## src/rtl/eth_rx_axi_reader.sv

```systemverilog
// AXI-Lite read engine that drains one received Ethernet frame per rx-ready interrupt
// (count, protocol, then a burst from the data register) onto a word stream.
`ifndef ETHERNET_RX_DATA_COUNT
`define ETHERNET_RX_DATA_COUNT 32'h0000_0010
`endif
`ifndef ETHERNET_RX_PROTOCOL_TYPE
`define ETHERNET_RX_PROTOCOL_TYPE 32'h0000_0014
`endif
`ifndef ETHERNET_RX_DATA
`define ETHERNET_RX_DATA 32'h0000_0018
`endif

// state    | meaning
// IDLE     | waiting for enable && rx_ready_int
// CNT_AR   | address phase, byte-count register
// CNT_R    | data phase, capture and range-check byte count
// PROTO_AR | address phase, protocol-type register
// PROTO_R  | data phase, capture protocol type
// DATA_AR  | address phase, data register burst
// DATA_R   | forward beats, then discard any overrun until m_rlast
// DONE     | frame_done pulse, brief hold on a stale interrupt
module eth_rx_axi_reader #(
  parameter logic [31:0] ADDR_RX_DATA_COUNT    = `ETHERNET_RX_DATA_COUNT,
  parameter logic [31:0] ADDR_RX_PROTOCOL_TYPE = `ETHERNET_RX_PROTOCOL_TYPE,
  parameter logic [31:0] ADDR_RX_DATA          = `ETHERNET_RX_DATA,
  parameter int          MAX_BYTES             = 1518,
  parameter int          TIMEOUT               = 1024
) (
  input  logic        aclk,
  input  logic        aresetn,
  input  logic        enable,
  input  logic        rx_ready_int,
  output logic [31:0] m_araddr,
  output logic        m_arvalid,
  input  logic        m_arready,
  input  logic [31:0] m_rdata,
  input  logic        m_rvalid,
  input  logic        m_rlast,
  output logic        m_rready,
  output logic [31:0] out_data,
  output logic        out_valid,
  input  logic        out_ready,
  output logic        out_first,
  output logic        out_last,
  output logic [15:0] frame_bytes,
  output logic [15:0] frame_proto,
  output logic        frame_done,
  output logic [1:0]  frame_err,
  output logic        busy
);

  localparam int              TW       = (TIMEOUT > 1) ? $clog2(TIMEOUT) : 1;
  localparam logic [TW-1:0]   TMR_LOAD = TW'(TIMEOUT - 1);
  localparam logic [15:0]     MAX_B    = 16'(MAX_BYTES);

  localparam logic [1:0] ERR_OK   = 2'd0;
  localparam logic [1:0] ERR_LEN  = 2'd1;
  localparam logic [1:0] ERR_BEAT = 2'd2;
  localparam logic [1:0] ERR_TMO  = 2'd3;

  typedef enum logic [2:0] {
    S_IDLE, S_CNT_AR, S_CNT_R, S_PROTO_AR, S_PROTO_R, S_DATA_AR, S_DATA_R, S_DONE
  } state_t;

  state_t        r_state;
  logic [TW-1:0] r_tmr;
  logic          r_arvalid;
  logic [31:0]   r_araddr;
  logic [15:0]   r_bytes;
  logic [15:0]   r_proto;
  logic [16:0]   r_exp;
  logic [10:0]   r_beat;
  logic          r_disc;
  logic          r_done;
  logic [1:0]    r_err;
  logic [1:0]    r_hold;

  logic          w_tmr_zero;
  logic          w_ar_hs;
  logic          w_r_hs;
  logic          w_in_data;
  logic [16:0]   w_sum;
  logic [16:0]   w_exp;
  logic [10:0]   w_beat_nxt;
  logic          w_at_exp_last;
  logic          w_bad_len;
  logic          w_hit_exp;

  assign w_tmr_zero    = (r_tmr == '0);
  assign w_ar_hs       = r_arvalid && m_arready;
  assign w_r_hs        = m_rvalid && m_rready;
  assign w_in_data     = (r_state == S_DATA_R);
  // 17-bit sum so a 0xFFFF count cannot wrap the beat estimate
  assign w_sum         = {1'b0, r_bytes} + 17'd3;
  assign w_exp         = w_sum >> 2;
  assign w_beat_nxt    = (r_beat == 11'h7FF) ? r_beat : r_beat + 11'd1;
  assign w_at_exp_last = ({6'd0, r_beat} == (r_exp - 17'd1));
  assign w_hit_exp     = ({6'd0, w_beat_nxt} == r_exp);
  assign w_bad_len     = (m_rdata[15:0] == 16'd0) || (m_rdata[15:0] > MAX_B);

  // backpressure passes straight through; overrun beats are drained regardless of the sink
  assign m_rready   = (r_state == S_CNT_R) || (r_state == S_PROTO_R) ||
                      (w_in_data && (r_disc || out_ready));
  assign out_valid  = w_in_data && !r_disc && m_rvalid;
  assign out_data   = w_in_data ? m_rdata : 32'd0;
  assign out_first  = out_valid && (r_beat == 11'd0);
  assign out_last   = out_valid && (m_rlast || w_at_exp_last);
  assign busy       = (r_state != S_IDLE);

  assign m_arvalid   = r_arvalid;
  assign m_araddr    = r_araddr;
  assign frame_bytes = r_bytes;
  assign frame_proto = r_proto;
  assign frame_done  = r_done;
  assign frame_err   = r_err;

  always_ff @(posedge aclk or negedge aresetn) begin
    if (!aresetn) begin
      r_state   <= S_IDLE;
      r_tmr     <= '0;
      r_arvalid <= 1'b0;
      r_araddr  <= 32'd0;
      r_bytes   <= 16'd0;
      r_proto   <= 16'd0;
      r_exp     <= 17'd0;
      r_beat    <= 11'd0;
      r_disc    <= 1'b0;
      r_done    <= 1'b0;
      r_err     <= 2'd0;
      r_hold    <= 2'd0;
    end else begin
      r_done <= 1'b0;
      if (!w_tmr_zero) r_tmr <= r_tmr - TW'(1);
      case (r_state)
        S_IDLE: begin
          if (enable && rx_ready_int) begin
            r_state   <= S_CNT_AR;
            r_arvalid <= 1'b1;
            r_araddr  <= ADDR_RX_DATA_COUNT;
            r_tmr     <= TMR_LOAD;
          end
        end
        S_CNT_AR, S_PROTO_AR, S_DATA_AR: begin
          if (w_ar_hs) begin
            r_arvalid <= 1'b0;
            r_tmr     <= TMR_LOAD;
            if (r_state == S_CNT_AR) begin
              r_state <= S_CNT_R;
            end else if (r_state == S_PROTO_AR) begin
              r_state <= S_PROTO_R;
            end else begin
              r_state <= S_DATA_R;
              r_exp   <= w_exp;
              r_beat  <= 11'd0;
              r_disc  <= 1'b0;
            end
          end else if (w_tmr_zero) begin
            r_arvalid <= 1'b0;
            r_state   <= S_DONE;
            r_done    <= 1'b1;
            r_err     <= ERR_TMO;
            r_hold    <= 2'd0;
          end
        end
        S_CNT_R: begin
          if (m_rvalid) begin
            r_bytes <= m_rdata[15:0];
            if (w_bad_len) begin
              r_state <= S_DONE;
              r_done  <= 1'b1;
              r_err   <= ERR_LEN;
              r_hold  <= 2'd0;
            end else begin
              r_state   <= S_PROTO_AR;
              r_arvalid <= 1'b1;
              r_araddr  <= ADDR_RX_PROTOCOL_TYPE;
              r_tmr     <= TMR_LOAD;
            end
          end else if (w_tmr_zero) begin
            r_state <= S_DONE;
            r_done  <= 1'b1;
            r_err   <= ERR_TMO;
            r_hold  <= 2'd0;
          end
        end
        S_PROTO_R: begin
          if (m_rvalid) begin
            r_proto   <= m_rdata[15:0];
            r_state   <= S_DATA_AR;
            r_arvalid <= 1'b1;
            r_araddr  <= ADDR_RX_DATA;
            r_tmr     <= TMR_LOAD;
          end else if (w_tmr_zero) begin
            r_state <= S_DONE;
            r_done  <= 1'b1;
            r_err   <= ERR_TMO;
            r_hold  <= 2'd0;
          end
        end
        S_DATA_R: begin
          if (w_r_hs) begin
            r_tmr <= TMR_LOAD;
            if (!r_disc) r_beat <= w_beat_nxt;
            if (m_rlast) begin
              r_state <= S_DONE;
              r_done  <= 1'b1;
              r_err   <= (r_disc || !w_hit_exp) ? ERR_BEAT : ERR_OK;
              r_hold  <= 2'd0;
            end else if (!r_disc && w_hit_exp) begin
              r_disc <= 1'b1;
            end
          end else if (!out_ready) begin
            r_tmr <= TMR_LOAD;
          end else if (w_tmr_zero) begin
            r_state <= S_DONE;
            r_done  <= 1'b1;
            r_err   <= ERR_TMO;
            r_hold  <= 2'd0;
          end
        end
        S_DONE: begin
          // linger briefly so a not-yet-cleared interrupt does not restart the engine
          if (rx_ready_int && (r_hold != 2'd2)) begin
            r_hold <= r_hold + 2'd1;
          end else begin
            r_state <= S_IDLE;
          end
        end
        default: r_state <= S_IDLE;
      endcase
    end
  end

endmodule

```

## config.mk

```make
export PLATFORM = sky130hd
export DESIGN_NAME = eth_rx_axi_reader
export DESIGN_NICKNAME = d
export VERILOG_FILES = /design/src/rtl/eth_rx_axi_reader.sv
export SDC_FILE = /design/constraint.sdc
export NUM_CORES = 1
export LEC_CHECK = 0
export ABC_AREA = 1
export BUFFER_PORTS_ARGS = -buffer_cell sky130_fd_sc_hd__buf_2
export CORE_MARGIN = 5
export CORE_UTILIZATION = 55
export DETAILED_ROUTE_END_ITERATION = 8
export PLACE_DENSITY = 0.83
export SETUP_SLACK_MARGIN = 0.15
export SLEW_MARGIN = 0
export SYNTH_ARGS = -nofsm -noshare
export SYNTH_HDL_FRONTEND = slang
export SYNTH_SLANG_ARGS = --single-unit
export TNS_END_PERCENT = 30
```

## constraint.sdc

```tcl
create_clock -name aclk -period 5.3 [get_ports aclk]
set_input_delay 0 -clock aclk [delete_from_list [all_inputs] [get_ports aclk]]
set_output_delay 0 -clock aclk [all_outputs]
set_load 0.03 [all_outputs]
```

==> results of run 1 <==
registers in the layout (all words and copies together) (netlist names), 3 cells and up:
signal / cells
frame_proto: 16
r_state: 3
r_exp: 15
r_tmr: 10
m_araddr: 3
frame_bytes: 16
r_beat: 11
worst max-delay path, delay by kind of cell (launching register included):
kind                       cells  cell delay (ns)
and+or+nand+nor                7             0.75
DFF                            1             0.41
buffers and inverters          3             0.46
AOI/OAI and AO/OA              2             0.36
adders and majority gates      1             0.24
per-layer routing:
metal  vias up  part of all wire  track usage
met5         -                 0            0
met4         0             0.031        0.106
met3        40             0.071       0.0420
met2       196              0.47        0.387
met1      2285              0.43        0.336
li1       2525                 -            -
area by class of cell:
| class | count | area [sq um] |
|---|---|---|
| clock inverter | 7 | 60.1 |
| clock buffer | 9 | 124 |
| sequential | 81 | 2030 |
| timing repair buffer | 132 | 746 |
| fill | 833 | 3400 |
| inverter | 105 | 394 |
| tap | 133 | 166 |
| multi-input combinational | 528 | 2720 |
cell usage after synthesis, types with 6 or more instances:
library cell	count	share of area
xor2_1	25	0.041
a21oi_1	14	0.013
o22ai_1	6	0.0070
inv_1	101	0.071
dfrtp_1	81	0.38
nand3_1	49	0.046
nand4_1	12	0.014
nand2_1	154	0.11
nand2_2	8	0.0094
buf_4	30	0.042
nor3_1	14	0.013
o21ai_2	6	0.0098
o21ai_0	58	0.054
nor2_1	99	0.069
power breakdown:
group	switching, mW	internal [mW]	leakage, nW
clock network	0.258	0.178	0.0848
logic	1.22	0.605	2.21
registers	0.264	0.857	0.993
per-stage QoR:
step	cells	setup WS [ns]
final	995	2.73
after global routing	995	2.47
after CTS	995	2.72
after detailed placement	963	2.87
after global placement	963	2.93
after floorplan	759	3.27
final timing paths:
check                                              to  slack (ns)  cells after the start
setup / recovery                             out_last        2.73                     13
hold / removal             frame_bytes[4]$_DFFE_PN0P_       0.007                      3
setup reg to reg             frame_err[0]$_DFFE_PN0P_        2.85                      9
hold reg to reg               m_araddr[4]$_DFFE_PN0P_        0.48                      1
max in group asynchronous          r_tmr[1]$_DFF_PN0_        4.29                      2
min in group asynchronous       r_beat[9]$_DFFE_PN0P_        0.35                      2
what timing repair did:
action | 4_1_cts | 5_1_grt
setup buffers | 0 | 0
hold buffers | 16 | 0
endpoints found under the setup margin | 0 | 0
hold endpoints to repair | 107 | 0
cell families (layout without fill, tap and decap cells):
family / after synthesis / after routing / share of synthesized area
simple gates: 358 / 358 / 0.303
buf+inv: 150 / 253 / 0.132
compound gates: 104 / 104 / 0.116
flops: 81 / 81 / 0.379
xor+xnor: 32 / 32 / 0.0575
fa+ha+maj: 5 / 5 / 0.0117
other cells: 1 / 29 / 0.000701
==> qor.txt, run 1 <==
CTS clock-pin slew for the worst setup and hold paths = 0.09 ns
Layout cells sized above 1 = 0.201
PortBufs = 115
Critical path peak fanout = 4
R2r startpoint = r_state[0]$_DFFE_PN0P_
Crit path DAT = 2.57 ns
DRT antenna net count = 0
Post-layout util = 0.647
I/O pin total = 145
Die X = 109 um
Fin crit share = 0.485
Flops & latches, synth = 81
Clock tree buffer depth = 2
Area Growth Syn to Fin = 16.6%
GP Congestion = 0.934
Commonest non-fill, non-tap cell in the layout = nand2_1
Vias/cell = 5.07
RSZ-0062 raised after global routing = false
Syn Inst Count = 731
Sink Count = 81
Worst rel slew slack = 0.320
First-pass GRT wire length = 23300 um
Slew Viols, Final = 0
Pin count of the biggest net entering global routing = 82
CP Capture Type = output port
Startpoint types = register
Final instance area = 0.00624 sq mm
Total CTS buffers = 9
Worst EP required = 5.30 ns
Row Count = 36
P_leak = 3.29 nW
Status = finished, final reports clean
Diode count = 0
Drt initial violations = 307
Critical path type = reg -> out
CP cell instances = inv_1 -> ha_1 -> nand3_1 -> inv_1 -> nand2_1 -> nor2_1 -> nand2_1 -> a21oi_1 -> nand2_1 -> nor2_1 -> nand4_1 -> a21oi_1 -> buf_2
Total grt overflow = 0
Tot Pwr = 3.38 mW
HP Start = m_rdata[4]
Number of synthesized flops with an enable pin = 0
Synth warnings = 0
Gr usage total = 0.246
Dpl hpwl = 10500 um
Synth unique cells = 48
Total Nets Final = 902
Worst-Skew Late Latency = 0.36 ns
Drt wl/cell = 14.0 um
TritonCTS clock tree = built
Final Critical Period = 2.57 ns
Part of the Yosys area used for sequential elements = 0.379
Vias in the first global route = 4938
MaxCap Viol Count = 0
Max VDD drop = 0.374 mV
Core ar. = 0.00964 sq mm
Crit-path max cell delay = 0.41 ns
Remaining DRCs = 0
Netlist Area Pre-Place = 0.00535 sq mm
Fmax = 389 MHz
CP max stage cell = dfrtp_1
Setup violators final = 0
Syn Area/Cell = 7.32 sq um
Main flop type after synthesis = dfrtp_1
Most frequent cells in the layout = 154 x nand2_1, 114 x buf_2, 101 x inv_1, 99 x nor2_1, 81 x dfrtp_1
Slew @ Worst Pin = 1.02 ns
Die Height = 109 um
Routed WL = 13900 um
Initial antenna violation count = 0
Hold WS = 0.00674 ns
Worst min path class = in -> reg
DR pass1 iterations = 5
Total Neg Setup Slack = 0 ns
CTS Root Cell = clkbuf_8
Die Area = 0.0118 sq mm
Via count = 5046
Post-synth ARST share = 1.00
Final hold viol count = 0
Power per cell area = 542 mW/mm^2
Starting density of the core = 0.555
Most frequent CP cell = nand2_1
Post_cts resized = 0
Final Skew = 0.00997 ns
H-Tree Level Count = 3
Critical path origin = r_exp[0]$_DFFE_PN0P_
Post-DP Area = 0.00590 sq mm
Note: power is estimated with default switching activity, not from simulation.
==> run 2: changes to the inputs <==
Settings changed: CORE_UTILIZATION 55 to 54, PLACE_DENSITY 0.83 to 0.82.
Clock period 5.3 ns to 2.5 ns, I/O delays scaled along.
==> run 2 against run 1 <==
Effect of this change:
- cell count grew 1.3%
- via count grew 0.14%
- largest cell class unchanged
- die area grew 1.7%
- clock skew shrank 0.00080 ns
- critical endpoint unchanged
- power grew 120%
==> qor.txt, run 2 (synthesized netlist as in run 1, its figures left out) <==
Status = finished, final reports clean
CTS Root Cell = clkbuf_8
Final Critical Period = 2.26 ns
PortBufs = 115
Slew @ Worst Pin = 0.992 ns
Startpoint types = register
Drt wl/cell = 14.0 um
Clock tree buffer depth = 2
Crit path DAT = 2.26 ns
CP Capture Type = output port
First-pass GRT wire length = 22800 um
Die X = 110 um
Critical path type = reg -> out
Sw Ratio = 0.504
Worst EP required = 2.50 ns
Switching pwr = 3.72 mW
Tot Pwr = 7.38 mW
DRT antenna net count = 0
TritonCTS clock tree = built
Worst rel slew slack = 0.339
Total Nets Final = 915
Most frequent cells in the layout = 152 x nand2_1, 113 x buf_2, 98 x inv_1, 96 x nor2_1, 80 x dfrtp_1
CP max stage cell = dfrtp_1
R2R Setup Slk = 0.37 ns
RSZ-0062 raised after global routing = true
Diode count = 0
CTS clock-pin slew for the worst setup and hold paths = 0.09 ns
Fmax = 442 MHz
Hold Path Depth = 5
Worst min path class = in -> reg
Core ar. = 0.00973 sq mm
R2r startpoint = r_beat[1]$_DFFE_PN0P_
Sink Count = 81
H-Tree Level Count = 3
Initial antenna violation count = 0
Placed Cells incl. Taps = 967
Area Growth Syn to Fin = 20.0%
Min-Delay Endpoint = r_hold[0]$_DFFE_PN0P_
Critical path peak fanout = 4
Combinational power share = 0.540
Reg-to-Reg End = frame_err[1]$_DFFE_PN0P_
Slew Viols, Final = 0
Pin count of the biggest net entering global routing = 82
Met1 Use GR = 0.329
Row Count = 36
R2r worst-path depth = 17
Routed WL = 14100 um
Final Skew = 0.00917 ns
CP cell instances = inv_2 -> ha_2 -> buf_4 -> xnor2_1 -> xor2_1 -> nor2_1 -> nand2_1 -> nor2_1 -> nand4_1 -> a21oi_2 -> buf_6
Commonest non-fill, non-tap cell in the layout = nand2_1
Total CTS buffers = 9
MaxCap Viol Count = 0
Hold WS = 0.0304 ns
Fin crit share = 0.906
Die Area = 0.0120 sq mm
I/O pin total = 145
Pint = 3.66 mW
Crit-path max cell delay = 0.43 ns
Max VDD drop = 1.01 mV
Total grt overflow = 0
Layout cells sized above 1 = 0.225
WP buf/inv = 3
Gr usage total = 0.240
Worst-Skew Late Latency = 0.36 ns
Drt initial violations = 285
Vias/cell = 5.01
Dpl hpwl = 10500 um
Clk pwr share = 0.139
HP Start = rx_ready_int
GP Congestion = 0.960
Via count = 5053
Sequential power share = 0.322
DR pass1 iterations = 5
Gr busiest metal = met2
Finished Layout Cells = 1008
Fill cell count = 850
Met3 Usage GRT = 0.0546
Setup violators final = 0
Final hold viol count = 0
Total Neg Setup Slack = 0 ns
Vias in the first global route = 4747
Remaining DRCs = 0
Die Height = 110 um
Power per cell area = 1150 mW/mm^2
Critical path's top delay family = simple AND/OR/NAND/NOR gates
P_leak = 3.37 nW
Met2 GRT Util = 0.389
Starting density of the core = 0.550
Most frequent CP cell = nor2_1
## run 2: power groups by stage
stage	registers (mW)	logic [mW]	clock network, mW
global placement	2.37	3.78	0
floorplan	2.78	2.44	0
detailed placement	2.37	3.81	0
CTS	2.36	3.88	1.04
finish	2.37	3.99	1.02
global route	2.44	4.43	1.09
## run 2: per-layer routing
| metal | vias to the layer above | routed length [um] |
|---|---|---|
| met5 | - | 0 |
| met4 | 0 | 150 |
| met3 | 14 | 1070 |
| met2 | 188 | 6790 |
| met1 | 2304 | 6100 |
| li1 | 2547 | - |
## run 2: worst max path at each step
stage,start,endpoint,slack [ns],cells after the start
global route,r_exp[1]$_DFFE_PN0P_,out_last,0.09,11
detailed placement,r_beat[1]$_DFFE_PN0P_,frame_err[1]$_DFFE_PN0P_,0.30,16
CTS,r_exp[1]$_DFFE_PN0P_,out_last,0.16,13
global placement,r_beat[1]$_DFFE_PN0P_,frame_err[1]$_DFFE_PN0P_,0.37,16
floorplan,r_state[2]$_DFFE_PN0P_,out_first,0.47,6
finish,r_exp[1]$_DFFE_PN0P_,out_last,0.24,11
## run 2: worst reg2reg max path, stage by stage (launching register included)
cell	delay (ns)
dfrtp_1	0.44
ha_1	0.21
nand2_1	0.13
nor2_4	0.20
buf_4	0.15
nand2_1	0.05
nand2_1	0.06
nand2_1	0.10
nand2_1	0.08
nand2_1	0.05
nor2_1	0.10
nand2_1	0.05
nor2_1	0.11
nand3_1	0.09
nand2_1	0.07
nand3_1	0.06
nand2_1	0.06
inv_1	0.03
## run 2: metrics by stage
| step | utilization | setup slack, ns | area [sq um] |
|---|---|---|---|
| floorplan | - | 0.475 | 5460 |
| global placement | 0.609 | 0.367 | 5930 |
| global route | 0.660 | 0.0939 | 6420 |
| CTS | 0.652 | 0.165 | 6350 |
| detailed placement | 0.609 | 0.301 | 5930 |
| finish | 0.660 | 0.236 | 6420 |
## run 2: area by class of cell
type,instances,area [sq um],share of cell area
timing repair buffer,145,855,0.133
clock inverter,7,88.8,0.0138
tap,133,166,0.0259
sequential,81,2030,0.316
clock buffer,9,124,0.0193
inverter,105,394,0.0614
multi-input combinational,528,2760,0.431
## run 2: what timing repair did
action | CTS | global route
buffers inserted | 2 | 5
pin swaps | 2 | 3
hold buffers | 18 | 0
endpoints found under the hold margin | 114 | 0
gates resized for setup | 5 | 12
gates cloned | 0 | 0
setup endpoints to repair | 1 | 4
